### src/rtl/hd_ingress_if.sv
// Source-side and decoder-side signals of the HD ingress arbiter.
// The arbiter connects through the master modport; the sources and the decoder use slave.
interface hd_ingress_if #(
    parameter int NUM_PORTS  = 4,
    parameter int DATA_WIDTH = 16
);
    logic [NUM_PORTS-1:0]            src_req;
    logic [NUM_PORTS-1:0]            src_sop;
    logic [NUM_PORTS-1:0]            src_eop;
    logic [NUM_PORTS-1:0]            src_vld;
    logic [NUM_PORTS*DATA_WIDTH-1:0] src_data;
    logic [NUM_PORTS-1:0]            src_gnt;
    logic [NUM_PORTS-1:0]            retx_req;
    logic                            hd_sop;
    logic                            hd_eop;
    logic                            hd_vld;
    logic [DATA_WIDTH-1:0]           hd_data;
    logic                            hd_error;
    logic                            hd_data_vld;

    modport master (
        input  src_req, src_sop, src_eop, src_vld, src_data, hd_error, hd_data_vld,
        output src_gnt, retx_req, hd_sop, hd_eop, hd_vld, hd_data
    );

    modport slave (
        output src_req, src_sop, src_eop, src_vld, src_data, hd_error, hd_data_vld,
        input  src_gnt, retx_req, hd_sop, hd_eop, hd_vld, hd_data
    );
endinterface

### src/rtl/hd_ingress_arbiter.sv
// Round-robin arbiter that lets NUM_PORTS packet sources share one HD decoder,
// with SOP timeout, overflow flush and retransmit requests on decoder errors.
module hd_ingress_lane #(
    parameter int DATA_WIDTH = 16
) (
    input  logic                  gnt,
    input  logic                  sop,
    input  logic                  eop,
    input  logic                  vld,
    input  logic [DATA_WIDTH-1:0] data,
    output logic                  m_sop,
    output logic                  m_eop,
    output logic                  m_vld,
    output logic [DATA_WIDTH-1:0] m_data
);
    assign m_sop  = gnt & sop;
    assign m_eop  = gnt & eop;
    assign m_vld  = gnt & vld;
    assign m_data = data & {DATA_WIDTH{gnt}};
endmodule

module hd_ingress_arbiter #(
    parameter int NUM_PORTS   = 4,
    parameter int DATA_WIDTH  = 16,
    parameter int MAX_WORDS   = 64,
    parameter int SOP_TIMEOUT = 16
) (
    input  logic                clk,
    input  logic                rst,
    hd_ingress_if.master        bus,
    output logic                busy,
    output logic [7:0]          err_cnt
);
    localparam int PW = (NUM_PORTS > 1) ? $clog2(NUM_PORTS) : 1;
    localparam int TW = (SOP_TIMEOUT > 4) ? $clog2(SOP_TIMEOUT) + 1 : 3;

    typedef enum logic [2:0] {IDLE, GRANT, XFER, FLUSH, RESULT} state_t;

    state_t                               state, state_nxt;
    logic [PW-1:0]                        gnt_idx, last_port, pick, cand;
    logic                                 found, armed, fail, ovf, fwd;
    logic [TW-1:0]                        tmr;
    logic [6:0]                           word_cnt;
    logic                                 err_seen;
    logic [NUM_PORTS-1:0]                 gnt_oh, src_gnt, retx_q;
    logic [NUM_PORTS-1:0]                 m_sop, m_eop, m_vld;
    logic [NUM_PORTS-1:0][DATA_WIDTH-1:0] m_data;
    logic                                 g_sop, g_eop, g_vld;
    logic [DATA_WIDTH-1:0]                g_data, hd_data_q;
    logic                                 hd_sop_q, hd_eop_q, hd_vld_q;

    assign busy    = (state != IDLE);
    assign gnt_oh  = NUM_PORTS'(1) << gnt_idx;
    assign src_gnt = busy ? gnt_oh : '0;

    // Each lane masks its source with its grant bit, so non-granted strobes never reach the mux.
    for (genvar i = 0; i < NUM_PORTS; i++) begin : g_lane
        hd_ingress_lane #(.DATA_WIDTH(DATA_WIDTH)) u_lane (
            .gnt    (src_gnt[i]),
            .sop    (bus.src_sop[i]),
            .eop    (bus.src_eop[i]),
            .vld    (bus.src_vld[i]),
            .data   (bus.src_data[i*DATA_WIDTH +: DATA_WIDTH]),
            .m_sop  (m_sop[i]),
            .m_eop  (m_eop[i]),
            .m_vld  (m_vld[i]),
            .m_data (m_data[i])
        );
    end

    always_comb begin
        g_data = '0;
        for (int i = 0; i < NUM_PORTS; i++) g_data = g_data | m_data[i];
        g_sop = |m_sop;
        g_eop = |m_eop;
        g_vld = |m_vld;
    end

    // Round-robin search starts one past the last granted port.
    always_comb begin
        found = 1'b0;
        pick  = last_port;
        cand  = last_port;
        for (int i = 1; i <= NUM_PORTS; i++) begin
            cand = PW'((int'(last_port) + i) % NUM_PORTS);
            if (!found && bus.src_req[cand]) begin
                found = 1'b1;
                pick  = cand;
            end
        end
    end

    always_comb begin
        state_nxt = state;
        fail      = 1'b0;
        ovf       = (state == XFER) && g_vld && (word_cnt == 7'(MAX_WORDS));
        case (state)
            IDLE:   if (armed && found) state_nxt = GRANT;
            GRANT: begin
                if (g_sop)
                    state_nxt = g_eop ? RESULT : XFER;
                else if (!bus.src_req[gnt_idx] || tmr == TW'(SOP_TIMEOUT - 1))
                    state_nxt = IDLE;
            end
            XFER: begin
                if (ovf)        state_nxt = FLUSH;
                else if (g_eop) state_nxt = RESULT;
            end
            FLUSH: begin
                state_nxt = IDLE;
                fail      = 1'b1;
            end
            RESULT: begin
                if (bus.hd_data_vld) begin
                    state_nxt = IDLE;
                    fail      = err_seen | bus.hd_error;
                end else if (tmr == TW'(3)) begin
                    state_nxt = IDLE;
                    fail      = 1'b1;
                end
            end
            default: state_nxt = IDLE;
        endcase
        // The SOP word is seen while still in GRANT; a later SOP inside XFER is not forwarded.
        fwd = (state == GRANT && g_sop) || (state == XFER && !ovf);
    end

    always_ff @(posedge clk or posedge rst) begin
        if (rst) begin
            state     <= IDLE;
            armed     <= 1'b0;
            last_port <= PW'(NUM_PORTS - 1);
            gnt_idx   <= '0;
            tmr       <= '0;
            word_cnt  <= '0;
            err_seen  <= 1'b0;
            err_cnt   <= '0;
            retx_q    <= '0;
            hd_sop_q  <= 1'b0;
            hd_eop_q  <= 1'b0;
            hd_vld_q  <= 1'b0;
            hd_data_q <= '0;
        end else begin
            armed <= 1'b1;
            state <= state_nxt;
            tmr   <= (state_nxt != state) ? '0 : tmr + TW'(1);
            if (state == IDLE && state_nxt == GRANT) gnt_idx <= pick;
            if (state == GRANT && state_nxt != GRANT) last_port <= gnt_idx;
            if (state == GRANT)
                word_cnt <= 7'(g_vld);
            else if (state == XFER && g_vld && !ovf)
                word_cnt <= word_cnt + 7'd1;
            if (state == GRANT)
                err_seen <= 1'b0;
            else if ((state == XFER || state == RESULT) && bus.hd_error)
                err_seen <= 1'b1;
            retx_q <= fail ? gnt_oh : '0;
            if (fail && err_cnt != 8'hFF) err_cnt <= err_cnt + 8'd1;
            hd_sop_q  <= (state == GRANT) && g_sop;
            hd_eop_q  <= (fwd && g_eop) || ovf;
            hd_vld_q  <= fwd && g_vld;
            hd_data_q <= fwd ? g_data : '0;
        end
    end

    assign bus.src_gnt  = src_gnt;
    assign bus.retx_req = retx_q;
    assign bus.hd_sop   = hd_sop_q;
    assign bus.hd_eop   = hd_eop_q;
    assign bus.hd_vld   = hd_vld_q;
    assign bus.hd_data  = hd_data_q;
endmodule

### src/flat_wrapper.sv
// flat-port wrapper written by rule: the top's interface ports become plain ports
module hd_ingress_arbiter_flat 
#(
    parameter int NUM_PORTS   = 4,
    parameter int DATA_WIDTH  = 16,
    parameter int MAX_WORDS   = 64,
    parameter int SOP_TIMEOUT = 16
)
  (clk, rst, busy, err_cnt, bus_src_req, bus_src_sop, bus_src_eop, bus_src_vld, bus_src_data, bus_hd_error, bus_hd_data_vld, bus_src_gnt, bus_retx_req, bus_hd_sop, bus_hd_eop, bus_hd_vld, bus_hd_data);
  hd_ingress_if #(.NUM_PORTS(NUM_PORTS), .DATA_WIDTH(DATA_WIDTH)) bus_i ();
  input  logic clk;
  input  logic rst;
  output logic busy;
  output logic [7:0] err_cnt;
  input wire logic [$bits(bus_i.src_req)-1:0] bus_src_req;
  input wire logic [$bits(bus_i.src_sop)-1:0] bus_src_sop;
  input wire logic [$bits(bus_i.src_eop)-1:0] bus_src_eop;
  input wire logic [$bits(bus_i.src_vld)-1:0] bus_src_vld;
  input wire logic [$bits(bus_i.src_data)-1:0] bus_src_data;
  input wire logic [$bits(bus_i.hd_error)-1:0] bus_hd_error;
  input wire logic [$bits(bus_i.hd_data_vld)-1:0] bus_hd_data_vld;
  output wire logic [$bits(bus_i.src_gnt)-1:0] bus_src_gnt;
  output wire logic [$bits(bus_i.retx_req)-1:0] bus_retx_req;
  output wire logic [$bits(bus_i.hd_sop)-1:0] bus_hd_sop;
  output wire logic [$bits(bus_i.hd_eop)-1:0] bus_hd_eop;
  output wire logic [$bits(bus_i.hd_vld)-1:0] bus_hd_vld;
  output wire logic [$bits(bus_i.hd_data)-1:0] bus_hd_data;
  assign bus_i.src_req = bus_src_req;
  assign bus_i.src_sop = bus_src_sop;
  assign bus_i.src_eop = bus_src_eop;
  assign bus_i.src_vld = bus_src_vld;
  assign bus_i.src_data = bus_src_data;
  assign bus_i.hd_error = bus_hd_error;
  assign bus_i.hd_data_vld = bus_hd_data_vld;
  assign bus_src_gnt = bus_i.src_gnt;
  assign bus_retx_req = bus_i.retx_req;
  assign bus_hd_sop = bus_i.hd_sop;
  assign bus_hd_eop = bus_i.hd_eop;
  assign bus_hd_vld = bus_i.hd_vld;
  assign bus_hd_data = bus_i.hd_data;
  hd_ingress_arbiter #(.NUM_PORTS(NUM_PORTS), .DATA_WIDTH(DATA_WIDTH), .MAX_WORDS(MAX_WORDS), .SOP_TIMEOUT(SOP_TIMEOUT)) u_core (.clk(clk), .rst(rst), .bus(bus_i), .busy(busy), .err_cnt(err_cnt));
endmodule
### config.mk
export PLATFORM = sky130hd
export DESIGN_NAME = hd_ingress_arbiter_flat
export DESIGN_NICKNAME = d
export VERILOG_FILES = /design/src/rtl/hd_ingress_if.sv /design/src/rtl/hd_ingress_arbiter.sv /design/src/flat_wrapper.sv
export SDC_FILE = /design/constraint.sdc
export NUM_CORES = 1
export LEC_CHECK = 0
export ABC_AREA = 1
export CORE_MARGIN = 5
export CORE_UTILIZATION = 40
export CTS_BUF_LIST = sky130_fd_sc_hd__clkbuf_16
export DETAILED_ROUTE_END_ITERATION = 12
export GPL_TIMING_DRIVEN = 0
export PLACE_DENSITY = 0.72
export SETUP_SLACK_MARGIN = 0.5
export SYNTH_ARGS = -nofsm -noshare
export SYNTH_HDL_FRONTEND = slang
export SYNTH_HIERARCHICAL = 1
export SYNTH_SLANG_ARGS = --single-unit
### constraint.sdc
create_clock -name clk -period 2.52 [get_ports clk]
set_input_delay 0.252 -clock clk [delete_from_list [all_inputs] [get_ports clk]]
set_output_delay 0.252 -clock clk [all_outputs]
set_load 0.005 [all_outputs]
# Word level (Yosys, flattened, before mapping)
# Index checks and enable logic that the tools add are counted.
# totals
register_bits	52
out_inout_bits	36
# classes
addsub	7
magnitude_cmp	5
eq_ne	11
shifts	1
n_mux	38
bitwise_logic	20
n_reduce_logical	31
# op_table
operator	count
bitwise AND 16 bit	4
OR 16 bit	3
two-way mux 3 bit	8
two-way mux 16 bit	1
logical AND 1 bit	15
less-than comparator 2 x 3 -> 1 bit, second input constant	5
two-way mux 7 bit	2
two-way mux 1 bit	13
bitwise AND 1 bit	12
one-hot mux 3 bit (4 select lines)	1
OR reduction 4 bit	3
binary-select mux 1 bit (select 2 bit)	5
adder 8 x 1 -> 8 bit, second input constant	1
two-way mux 2 bit	4
two-way mux 4 bit	2
inequality test 8 bit, second input constant	1
adder 7 x 1 -> 7 bit, second input constant	1
equality test 7 bit, second input constant	1
equality test 3 x 1 -> 1 bit, second input constant	2
equality test 3 x 2 -> 1 bit, second input constant	2
adder 5 x 1 -> 5 bit, second input constant	1
equality test 5 x 2 -> 1 bit, second input constant	1
equality test 5 x 4 -> 1 bit, second input constant	1
zero test 1 bit	5
13 further kinds	19

# Longest topological paths before layout
# logic_depth
ltp_word	18
ltp_mapped	19

# Modules after synthesis
# Netlist, hierarchy kept.
# by_module_without_submodules
module	n_inst	cells_per_inst	area_each_um2	seq_area_each_um2
hd_ingress_arbiter	1	340	2761.4	1303.8
hd_ingress_lane	4	40	176.4	0.0

# Worst setup path after synthesis
# Ideal clock, no wire load.
# synth_path
path_type	reg2reg
startpoint	register u_core.state[0]
endpoint	register u_core.tmr[0]
setup_ns	0.069
arrival_ns	2.021
required_time_ns	2.451
path_slack_ns	0.430
stages_incl_launch_ff	20
n_path_buf	1
synth_period_minus_slack_ns	2.090
cell_sequence	dfrtp_1 inv_2 nand2_1 nor2_2 nor3_1 buf_6 nand2_1 inv_1 inv_1 nand2_1 nor2_1 nor2_4 nand2_2 nand2_1 nand2_1 nand2_1 nand2_1 nor2_2 nand2_4 nor2_2
# synth_via
elab_chain_len	10
elab_cells_between_ends	34
# synth_rtl
element	line	rtl
start: declaration	hd_ingress_arbiter.sv:39	state_t state, state_nxt;
start signal: assignment	hd_ingress_arbiter.sv:145	state <= state_nxt;
nonzero test 3 bit	hd_ingress_arbiter.sv:52	assign busy = (state != IDLE);
two-way mux 4 bit	hd_ingress_arbiter.sv:54	assign src_gnt = busy ? gnt_oh : '0;
named net bus_src_gnt[0]	flat_wrapper.sv:22	output wire logic [$bits(bus_i.src_gnt)-1:0] bus_src_gnt;
bitwise AND 1 bit	hd_ingress_arbiter.sv:18	assign m_vld = gnt & vld;
named net u_core.m_vld[0]	hd_ingress_arbiter.sv:46	logic [NUM_PORTS-1:0] m_sop, m_eop, m_vld;
OR reduction 4 bit	hd_ingress_arbiter.sv:76	g_vld = |m_vld;
logical AND 1 bit (2 in series)	hd_ingress_arbiter.sv:96	ovf = (state == XFER) && g_vld && (word_cnt == 7'(MAX_WORDS));
two-way mux 3 bit	hd_ingress_arbiter.sv:106	if (ovf) state_nxt = FLUSH;
one-hot mux 3 bit (4 select lines)	hd_ingress_arbiter.sv:97	case (state)
inequality test 3 bit	hd_ingress_arbiter.sv:146	tmr <= (state_nxt != state) ? '0 : tmr + TW'(1);
two-way mux 5 bit	hd_ingress_arbiter.sv:146	
end signal: assignment	hd_ingress_arbiter.sv:146	
end: declaration	hd_ingress_arbiter.sv:42	logic [TW-1:0] tmr;
# The timed path passes the listed nets, and every way through them passes these cells.
# A chain may end at the register's enable or synchronous reset.

# Final worst setup path
# layout_path
startpoint	register u_core.state[1]
endpoint	register u_core.tmr[0]
# layout_via
elab_cells_between_ends	34
# layout_lines
element	line	rtl
nonzero test 3 bit	hd_ingress_arbiter.sv:52	
two-way mux 4 bit	hd_ingress_arbiter.sv:54	
bitwise AND 1 bit	hd_ingress_arbiter.sv:16	assign m_sop = gnt & sop;
named net u_core.m_sop[3]	hd_ingress_arbiter.sv:46	
OR reduction 4 bit	hd_ingress_arbiter.sv:74	g_sop = |m_sop;
two-way mux 3 bit	hd_ingress_arbiter.sv:100	if (g_sop)
one-hot mux 3 bit (4 select lines)	hd_ingress_arbiter.sv:97	
named net u_core.state_nxt[1]	hd_ingress_arbiter.sv:39	
inequality test 3 bit	hd_ingress_arbiter.sv:146	
two-way mux 5 bit	hd_ingress_arbiter.sv:146	
# The timed path passes the listed nets, and every way through them passes these cells.

==> out/summary.txt <==
Initial antenna violation count = 0
Tot Pwr = 5.30 mW
Detail Route Antenna Nets = 0
Total area of sequential cells = 0.00130 mm²
DRT iter0 DRCs = 158
Reg power frac = 21.2%
Final Util = 64.2%
Yosys top cell area share = 36.1%
DRC = 0
First-pass GRT wire length = 16,500 µm
Clk Latency, worst-skew pair = 0.29 ns
Crit Path Max Fanout = 5
GR Util All Layers = 19.8%
Final-report hold violation count = 0
P_sw = 2.17 mW
Clock power share = 18.5%
Combinational share of power = 60.3%
Yosys reg bits = 52
Vias = 3,598
Number of buffer cells added on primary ports = 119
Switch share = 40.9%
Synth Flop Type = dfrtp_1
Die height = 103 µm
Ys async rst share = 100%
Final Cycle Share = 89.2%
Seq/Total Area, Yosys = 37.6%
Drt first pass iters = 4
HP Class = in -> async
Largest net degree at the start of global routing = 42
Critical Path AT = 2.43 ns
Syn Inst Count = 500
CTS tree = done
Vias per cell = 4.67
Cell taking the most area after synthesis = dfrtp_1
Area delta synth->final = 59.0%
GRT overflow = 0
Layout fillers = 705
Design internal power = 3.13 mW
FF-to-FF path depth = 19
Synth Net Count = 589
Critical Path Sink Type = register
CTS H-tree lvls = 2
Max Clock Freq = 445 MHz
Pleak = 3.09 nW
CTS clock-pin slew for the worst setup and hold paths = 0.07 ns
Setup violations, final = 0
Number of global-route vias before repair = 3,635
Clock sink count = 52
# diodes = 0
Placed cells = 728
DR WL/cell = 13.8 µm
Number of synthesized flops with an enable pin = 0
Die X = 103 µm
Syn Area/Cell = 6.93 µm²
Final std cells w/o fill = 771
Max-cap viol count = 0
Num rows = 34
List of most frequent post-synthesis cells = nand2_1 (145), inv_1 (116), dfrtp_1 (50), nor2_1 (33), nand3_1 (27)
Unrepaired setup endpoints after global routing = true
Hold buffer count at cts = 0
Cell variety after synth = 35
Status = completed
Setup slack after layout = 0.273 ns
Post-DP HPWL = 7420 µm
GP Congestion = 0.852
Num ports = 120
Yosys warns = 6
CTS Root Cell = clkbuf_16
Setup CP Type = reg -> reg
Layout cell share with drive strength beyond 1 = 20.8%
Peak supply drop = 596 µV
Drt total wl = 10,700 µm
Starting density of the core = 40.3%
CTS buffer count = 5
Nets = 751
Cell area after synthesis = 0.00347 mm²
Slew Limit Fails = 0
Clock Path Buffers = 2
CP Launch Type = register
Multi-input combinational cell area = 0.00172 mm²
Top area cells in the synthesized netlist = dfrtp_1 (36%), nand2_1 (16%), inv_1 (13%)
WP data required = 2.70 ns
Core Region = 0.00859 mm²
Count leader, synth = nand2_1
PwrDens = 962 mW/mm²
Die area = 0.0106 mm²
Fin crit period = 2.25 ns
Setup slack after placement = 0.204 ns
Setup Skew = 0.00429 ns
## per-stage QoR
| step | TNS [ns] | hold slack (ns) | area [µm²] |
|---|---|---|---|
| floorplan | 0 | 0.436 | 3490 |
| global placement | -0.342 | 0.449 | 4820 |
| detailed placement | 0 | 0.458 | 4840 |
| CTS | 0 | 0.233 | 5290 |
| global route | 0 | 0.272 | 5510 |
| finish | 0 | 0.235 | 5510 |
## final timing paths
path / slack, ns / endpoint / from
worst max-delay path: 0.27 / u_core/tmr[0]$_DFF_PP0_ / u_core/state[1]$_DFF_PP0_
worst min-delay path: 0.24 / u_core/bus.hd_data[7]$_DFF_PP0_ / rst
worst max register to register: 0.27 / u_core/tmr[0]$_DFF_PP0_ / u_core/state[1]$_DFF_PP0_
worst min register to register: 0.46 / u_core/tmr[0]$_DFF_PP0_ / u_core/tmr[0]$_DFF_PP0_
max in group asynchronous: 1.70 / u_core/last_port[0]$_DFFE_PP1P_ / rst
min in group clk: 0.46 / u_core/tmr[0]$_DFF_PP0_ / u_core/tmr[0]$_DFF_PP0_
## layout by cell type (no fill, tap or decap), types with 2 or more instances in the layout
cell | netlist | routed
ha_1 | 5 | 5
nor2_4 | 1 | 4
nor2_1 | 33 | 29
dfrtp_1 | 50 | 50
xor2_1 | 5 | 5
nor3_4 | 0 | 5
nand3_4 | 1 | 2
bufinv_16 | 0 | 3
buf_6 | 5 | 9
inv_2 | 9 | 14
o21ai_1 | 4 | 6
nand3_2 | 3 | 8
nor4_1 | 18 | 18
nand3_1 | 27 | 21
inv_4 | 2 | 2
clkbuf_16 | 0 | 5
inv_1 | 116 | 110
nand2_2 | 12 | 24
buf_4 | 0 | 32
dfstp_2 | 2 | 2
buf_12 | 4 | 6
nand2_4 | 4 | 7
nand4_1 | 2 | 2
nor2_2 | 7 | 8
nor3_1 | 11 | 5
xnor2_1 | 2 | 2
nand2_1 | 145 | 130
clkdlybuf4s50_1 | 0 | 119
o21ai_0 | 15 | 12
a21oi_1 | 5 | 5
## power groups by stage
stage	combinational [mW]	sequential (mW)	clock, mW
2_1_floorplan	1.72	1.13	0
3_3_place_gp	2.44	1.14	0
3_5_place_dp	2.51	1.15	0
4_1_cts	2.85	1.13	1.00
5_1_grt	3.49	1.15	1.03
6_report	3.20	1.13	0.981
## critical path: stages (launching register included)
cell,delay [ns]
dfrtp_1,0.40
inv_2,0.09
nand2_4,0.06
nor2_4,0.10
buf_12,0.14
nor3_4,0.05
buf_6,0.12
buf_4,0.13
nand2_1,0.05
inv_1,0.05
nor2_2,0.12
nand2_2,0.10
nand2_4,0.08
inv_2,0.06
nand2_2,0.07
nand3_2,0.09
o21ai_2,0.20
nor2_4,0.06
nand2_4,0.11
nor2_2,0.05
## routing by layer
| layer | up-vias | part of all wire, % | track usage [%] |
|---|---|---|---|
| li1 | 1811 | - | - |
| met1 | 1674 | 39 | 22.6 |
| met2 | 98 | 54 | 37.2 |
| met3 | 15 | 4.9 | 3.38 |
| met4 | 0 | 2.1 | 5.88 |
| met5 | - | 0 | 0 |
## what timing repair did
| item | CTS | global route |
|---|---|---|
| resized for setup | 28 | 26 |
| setup buffers | 18 | 17 |
| endpoints found under the setup margin | 29 | 35 |
| pin swaps | 13 | 21 |
## registers in the layout, summed over array words and instances (netlist names)
signal / cells
u_core/word_cnt: 7
u_core/gnt_idx: 2
u_core/bus.hd_data: 16
u_core/err_cnt: 8
u_core/armed: 1
u_core/bus.hd_eop: 1
u_core/tmr: 5
u_core/last_port: 2
u_core/bus.hd_vld: 1
u_core/err_seen: 1
u_core/bus.hd_sop: 1
u_core/state: 3
u_core/bus.retx_req: 4
## layout make-up
type                            instances  share of cell area, %
Multi-Input combinational cell        309                   31.1
Timing Repair Buffer                  155                   27.0
Sequential cell                        52                   23.6
Inverter                              127                   8.81
Buffer                                 12                   3.09
Tap cell                              108                   2.45
Clock buffer                            5                   2.27
Clock inverter                          3                   1.63
## kinds of logic (layout without fill, tap and decap cells)
kind of cell             Yosys count  count (layout)  synth area share, %
AND/OR/NAND/NOR                  270             270                 36.5
buffers and inverters            139             302                 18.3
AO/OA/AOI/OAI                     26              26                 3.93
flip-flops                        52              52                 37.6
adder cells (fa/ha/maj)            5               5                 1.80
other                              1               1                0.108
XOR/XNOR                           7               7                 1.77
No activity file was read; power rests on OpenSTA's default activity.
